## config.mk

```make
export PLATFORM = sky130hd
export DESIGN_NAME = pedal_chain_sequencer
export DESIGN_NICKNAME = d
export VERILOG_FILES = /design/src/rtl/pedal_chain_sequencer.sv
export SDC_FILE = /design/constraint.sdc
export NUM_CORES = 1
export LEC_CHECK = 0
export CAP_MARGIN = 20
export CORE_AREA = 2 2 96 71
export CTS_CLUSTER_DIAMETER = 100
export DETAILED_ROUTE_END_ITERATION = 8
export DIE_AREA = 0 0 98 73
export HOLD_SLACK_MARGIN = 0.1
export PLACE_DENSITY = 0.91
export SYNTH_ARGS = -nofsm -noshare
export SYNTH_HDL_FRONTEND = slang
export SYNTH_SLANG_ARGS = --single-unit
```

## constraint.sdc

```tcl
create_clock -name Clk -period 4.6 [get_ports Clk]
set_input_delay 1.15 -clock Clk [delete_from_list [all_inputs] [get_ports Clk]]
set_output_delay 1.15 -clock Clk [all_outputs]
set_load 0.05 [all_outputs]
```

## src/rtl/pedal_chain_sequencer.sv

```systemverilog
// Per-sample scheduler that walks one codec sample through the enabled effect pedals over a shared bus.
// Optional stage watchdog with sticky per-stage fault flags: define PEDAL_SEQ_TIMEOUT_EN.
module pedal_chain_sequencer #(
  parameter int NUM_STAGES  = 4,
  parameter int DATA_W      = 16,
  parameter int TIMEOUT_CYC = 1024
) (
  input  logic                         Clk,
  input  logic                         Reset_n,
  input  logic                         Sample_valid,
  input  logic [DATA_W-1:0]            Signal_in,
  input  logic [NUM_STAGES-1:0]        Stage_en,
  output logic [NUM_STAGES-1:0]        Stage_start,
  output logic [DATA_W-1:0]            Stage_in,
  input  logic [NUM_STAGES-1:0]        Stage_done,
  input  logic [NUM_STAGES*DATA_W-1:0] Stage_out,
  output logic [DATA_W-1:0]            Signal_out,
  output logic                         Out_valid,
  output logic                         Busy,
  output logic                         Overrun,
  output logic [NUM_STAGES-1:0]        Stage_fault
);

  localparam int IDX_W = (NUM_STAGES > 1) ? $clog2(NUM_STAGES) : 1;
  localparam int PTR_W = $clog2(NUM_STAGES + 1);

  typedef enum logic [1:0] {IDLE, SCAN, RUN, OUT} state_t;

  state_t                  state_q;
  logic [DATA_W-1:0]       data_q;
  logic [DATA_W-1:0]       sig_out_q;
  logic [NUM_STAGES-1:0]   en_q;
  logic [PTR_W-1:0]        ptr_q;
  logic [IDX_W-1:0]        cur_q;
  logic                    out_valid_q;
  logic                    overrun_q;
  logic                    scan_found;
  logic [IDX_W-1:0]        scan_idx;
  logic [PTR_W-1:0]        ptr_d;

  // Lowest enabled stage at or above ptr; descending loop so the lowest match wins.
  always_comb begin
    // NOTE: every always_comb output gets a default first so no path can infer a latch.
    scan_found = 1'b0;
    scan_idx   = '0;
    for (int i = NUM_STAGES - 1; i >= 0; i--) begin
      if (en_q[i] && (i >= int'(ptr_q))) begin
        scan_found = 1'b1;
        scan_idx   = IDX_W'(i);
      end
    end
  end

  assign ptr_d = PTR_W'(cur_q) + PTR_W'(1);

`ifdef PEDAL_SEQ_TIMEOUT_EN
  localparam int TMO_W = (TIMEOUT_CYC > 2) ? $clog2(TIMEOUT_CYC) : 1;
  logic [TMO_W-1:0]      tmo_q;
  logic [NUM_STAGES-1:0] fault_q;
  logic                  tmo_hit;
  assign tmo_hit = (tmo_q == TMO_W'(TIMEOUT_CYC - 1));
`endif

  always_ff @(posedge Clk) begin
    // NOTE: reset is synchronous, so it lives inside the clocked block rather than the sensitivity list.
    if (!Reset_n) begin
      state_q     <= IDLE;
      data_q      <= '0;
      sig_out_q   <= '0;
      en_q        <= '0;
      ptr_q       <= '0;
      cur_q       <= '0;
      out_valid_q <= 1'b0;
      overrun_q   <= 1'b0;
`ifdef PEDAL_SEQ_TIMEOUT_EN
      tmo_q       <= '0;
      fault_q     <= '0;
`endif
    end else begin
      // NOTE: non-blocking assignments throughout, so every branch reads the pre-edge register values.
      out_valid_q <= 1'b0;
      if (Sample_valid && (state_q != IDLE)) overrun_q <= 1'b1;

      case (state_q)
        IDLE: begin
          if (Sample_valid) begin
            data_q  <= Signal_in;
            en_q    <= Stage_en;
            ptr_q   <= '0;
            state_q <= SCAN;
          end
        end
        SCAN: begin
          if (scan_found) begin
            cur_q   <= scan_idx;
            state_q <= RUN;
`ifdef PEDAL_SEQ_TIMEOUT_EN
            tmo_q   <= '0;
`endif
          end else begin
            state_q <= OUT;
          end
        end
        RUN: begin
          if (Stage_done[cur_q]) begin
            data_q  <= Stage_out[int'(cur_q)*DATA_W +: DATA_W];
            ptr_q   <= ptr_d;
            state_q <= SCAN;
          end
`ifdef PEDAL_SEQ_TIMEOUT_EN
          // A stalled pedal is bypassed: the sample passes through unchanged.
          else if (tmo_hit) begin
            fault_q[cur_q] <= 1'b1;
            ptr_q          <= ptr_d;
            state_q        <= SCAN;
          end else begin
            tmo_q <= tmo_q + TMO_W'(1);
          end
`endif
        end
        OUT: begin
          sig_out_q   <= data_q;
          out_valid_q <= 1'b1;
          state_q     <= IDLE;
        end
        default: state_q <= IDLE;
      endcase
    end
  end

  // Start is a pure decode of registered state, so it cannot glitch.
  always_comb begin
    Stage_start = '0;
    if (state_q == RUN) Stage_start[cur_q] = 1'b1;
  end

  assign Stage_in   = data_q;
  assign Signal_out = sig_out_q;
  assign Out_valid  = out_valid_q;
  assign Busy       = (state_q != IDLE);
  assign Overrun    = overrun_q;

`ifdef PEDAL_SEQ_TIMEOUT_EN
  assign Stage_fault = fault_q;
`else
  assign Stage_fault = '0;
`endif

endmodule

```

Yosys cells after proc, flatten, opt, wreduce, memory -nomap -nowiden
Cells that the tools add are included.
Storage, ports and cells
  output and inout bits: 43
  bits of input ports: 91
  bits in registers: 45
  word-level logic and storage cells: 58
Operators by class
  add/sub/neg operators: 1
  eq/ne operators: 5
  order comparisons: 6
  multiplexer cells: 24
  shifts and indexed selects: 1
  reduce and logical (&&, ||, !) cells: 13
Operator list (number)
  64-bit by 7-bit indexed part select with 16-bit output: 1
  16-bit two-way mux: 2
  16-bit one-hot mux with 2 select lines: 1
  2-bit two-way mux: 6
  1-bit two-way mux: 8
  2-bit one-hot mux with 4 select lines: 1
  1-bit by 3-bit >= comparator with 1-bit output, first input constant: 2
  2-bit by 3-bit >= comparator with 1-bit output, first input constant: 2
  1-bit logical AND: 6
  3-bit two-way mux: 2
  3-bit one-hot mux with 2 select lines: 1
  2-bit AND reduction: 3
  2-bit == test, second input constant: 2
  4-bit two-way mux: 1
  2-bit inequality test, second input constant: 2
  2-bit nonzero test: 2
  2-bit by 1-bit adder with 3-bit output, second input constant: 1
  2-bit by 3-bit < comparator with 1-bit output, second input constant: 1
  3-bit AND reduction: 1
  1-bit binary-select mux with 2-bit select: 1
  1-bit demux with 2-bit select: 1
  2-bit by 1-bit == test with 1-bit output, second input constant: 1
  2-bit by 1-bit >= comparator with 1-bit output, second input constant: 1
  2-bit logical NOT: 1

Depth between registers and ports, before layout
  depth in word-level cells: 8
  depth in mapped cells: 7
  gate-level depth less buffers: 4

Worst setup path after synthesis
Ideal clock, no wire load.
  kind: register to output
  start point: reg cur_q[1]
  end point: out Stage_start[0]
  cell stages (with the launch flop): 6
  slack: 2.090 ns
  data required time: 3.450 ns
  data arrival time: 1.360 ns
  buffers on the path: 2
  cell sequence: dfxtp_1 > buf_2 > buf_2 > inv_1 > ha_1 > and2_1
Between the ends
  word-level cells in the longest chain between the ends: 5
  elaborated cells between the ends (all ways): 6
  classes of those cells: 2 x order compare; 3 x mux; 1 x reduce/logical
RTL lines
  from (decl): RTL line 34  | logic [IDX_W-1:0] cur_q;
  from (signal assigned): RTL line 95  | cur_q <= scan_idx;
  2-bit by 3-bit < comparator with 1-bit output (not written as such) / 2-bit by 1-bit >= comparator with 1-bit output (equally long branches): RTL line 134  | if (state_q == RUN) Stage_start[cur_q] = 1'b1;
  1-bit logical AND (not written as such): RTL line 134
  1-bit two-way mux (not written as such): RTL line 134
  1-bit demux with 2-bit select (*): RTL line 134
  4-bit two-way mux (*): RTL line 134
  to (decl): RTL line 13  | output logic [NUM_STAGES-1:0] Stage_start,
Mark *: on every way between the ends. The rest lies on a longest branch, timed or not.

Worst setup path after layout
  start point: reg state_q[1]
  end point: out Stage_start[3]
Between the ends
  word-level cells in the longest chain between the ends: 2
RTL lines
  from (decl): RTL line 29  | state_t state_q;
  from (signal assigned): RTL line 67  | state_q <= IDLE;
  from (signal assigned): RTL line 90  | state_q <= SCAN;
  from (signal assigned): RTL line 96  | state_q <= RUN;
  2-bit == test: RTL line 134
  4-bit two-way mux: RTL line 134
Every way passes these cells.

==> impl_metrics.ini <==
[status]
status = finished, final reports clean

[floorplanning]
dieArea_um2 = 7150
coreArea_um2 = 6350
fp.dieW_um = 98
start_util_pct = 38.0
die_y_um = 73
num_rows = 25
ios = 134

[sta]
setup_tns_ns = 0
tightest_slew_ns = 1.01
setup_viol = 0
fin_skew_ns = 0.00726
setup_ws_ns = 1.40
max_slew_margin_pct = 32.4
max_clock_freq_mhz = 312
maxSlewViolCount = 0
layout_min_cycle_time_ns = 3.20
finalHoldViolations = 0
fin_crit_sh_pct = 69.7
rsz0062_at_grt = false

[logic_synthesis]
avgSynthCellArea_um2 = 8.56
synth_edf_count = 0
synth_most_common_cell = dfxtp_1
yosys.area.top_type_share_pct = 37.3
syn_inst = 282
ys_ff_latch = 45
synth_top_area_cell = dfxtp_1
ys_async_sr_fraction_pct = 0
ys.flop_type = dfxtp_1
netlist_top_cells_count = dfxtp_1, mux2i_1, a21oi_1
synthTopCellsByArea = dfxtp_1, mux2i_1, a21oi_1
syn_area_um2 = 2410
synth_cell_types = 35
yosysWarnings = 0
seq_area_frac_synth_pct = 37.3

[worst_setup_path]
critPathArrivalTime_ns = 2.05
critPathMaxFanout = 11
crit_path_end_kind = output pin
crit_required_ns = 3.45
path_class = reg2out
startpoint_type = register

[route]
num_vias = 2451
route.detailed.drc = 0
ant_nets = 0
routedWlPerCell_um = 15.7
drtIter0Drc = 173
drt_first_pass_iters = 4
wl_um = 7510
via_per_inst = 5.13

[layout]
nets = 491
fin_util_pct = 59.3
antenna-diode-count = 0
drive_above_1_share_pct = 6.55
syn_to_final_growth_pct = 56.0
post-route-cell-area_um2 = 3770

[place]
dp_slack_ns = 1.23
hpwl_um = 6020
gp_congestion = 0.845
numPortBuffers = 129
placed_cell_area_um2 = 3680

[clocking]
cts_root_buf = clkbuf_8
cts_tree = built
worstSkewPairLatency_ns = 0.29
postCtsSetupBuffers = 0
cts_resized = 0
clock_sinks = 45
cts.clk_slew.worst_paths_ns = 0.09
cts_buffers = 5
cts_hold_buf = 0
htreeDepth = 2
ctsLongestPathBuffers = 2

[global_route]
antenna_found_initial = 0
track_usage_pct = 20.7
grt_pass1_wl_um = 11600
grt_pass1_vias = 2385
grt_max_degree = 35
grt_overflow = 0

[worst_hold_path]
worst_hold_path_type = reg2reg

[power_and_ir_drop]
ir_drop_mv = 0.127
powerDensity_nw_per_um2 = 285
cellLeakagePower_nw = 1.29

[flow_run]
drv_cap = 0
==> kinds of logic (layout without fill, tap and decap cells) <==
| group | after synthesis | after routing | share of synthesized area [%] |
|---|---|---|---|
| compound gates | 97 | 97 | 24.9 |
| simple gates | 61 | 61 | 11.3 |
| flops | 45 | 45 | 37.3 |
| mux | 41 | 41 | 17.0 |
| buf+inv | 33 | 145 | 7.20 |
| fa+ha+maj | 4 | 4 | 2.07 |
| other cells | 1 | 4 | 0.155 |
==> cell type report <==
| class | instances | area [um^2] |
|---|---|---|
| tap | 81 | 101 |
| sequential | 45 | 902 |
| inverter | 7 | 26.3 |
| clock inverter | 3 | 17.5 |
| multi-input combinational | 207 | 1350 |
| clock buffer | 5 | 68.8 |
| fill | 557 | 2580 |
| timing repair buffer | 130 | 1300 |
==> worst paths after layout <==
check              endpoint     startpoint  cells after the start  slack [ns]
max          Stage_start[3]     state_q[1]                      3        1.40
min           Signal_out[2]  Signal_out[2]                      2        0.46
max reg2reg    Stage_in[11]     state_q[1]                      4        1.99
min reg2reg   Signal_out[2]  Signal_out[2]                      2        0.46
==> cell usage in the layout (no fill, tap or decap), types with 2 or more instances in the layout <==
cell	instances
conb_1	4
a21oi_2	13
o21ai_1	13
o31ai_1	2
mux2i_1	41
o21ai_0	6
clkbuf_8	5
ha_1	4
and2_1	5
nand2b_1	3
dfxtp_1	44
a21oi_1	38
o21a_1	2
nand2_1	35
inv_1	6
clkinv_2	2
clkdlybuf4s50_1	129
nor2_1	10
o22ai_1	18
==> power breakdown <==
group | total, W | switching [W] | internal, W
Combinational | 0.000386 | 0.000218 | 0.000168
Sequential | 0.000453 | 0.0000327 | 0.000420
Clock | 0.000236 | 0.000131 | 0.000105
Total | 0.00107 | 0.000382 | 0.000693
==> worst max-delay path, cell delays in order, from the launching register on <==
cell and delay, ns:
dfxtp_1 0.50, nor2b_1 0.26, and2_1 0.19, clkdlybuf4s50_1 0.81
==> flip-flops by register name (all words and copies together), names as in the netlist <==
register / cells
ptr_q: 3
en_q: 4
Signal_out: 16
cur_q: 2
Out_valid: 1
Stage_in: 16
state_q: 2
Overrun: 1
==> per-stage QoR <==
stage                     hold slack [ns]  power [W]  cells
after floorplan                     0.457   0.000696    285
after global placement              0.444   0.000838    470
after detailed placement            0.454   0.000847    470
after CTS                           0.466    0.00108    478
after global routing                0.490    0.00112    478
final                               0.462    0.00107    478
==> layer usage <==
layer	share of wire (%)	vias to the layer above	wire (um)	track usage (%)
met4	1.5	0	112	6.79
li1	-	1217	-	-
met3	7.8	14	586	4.31
met5	0	-	0	0
met2	46	123	3470	34.0
met1	44	1097	3340	27.4
(Power assumes the default switching activity.)
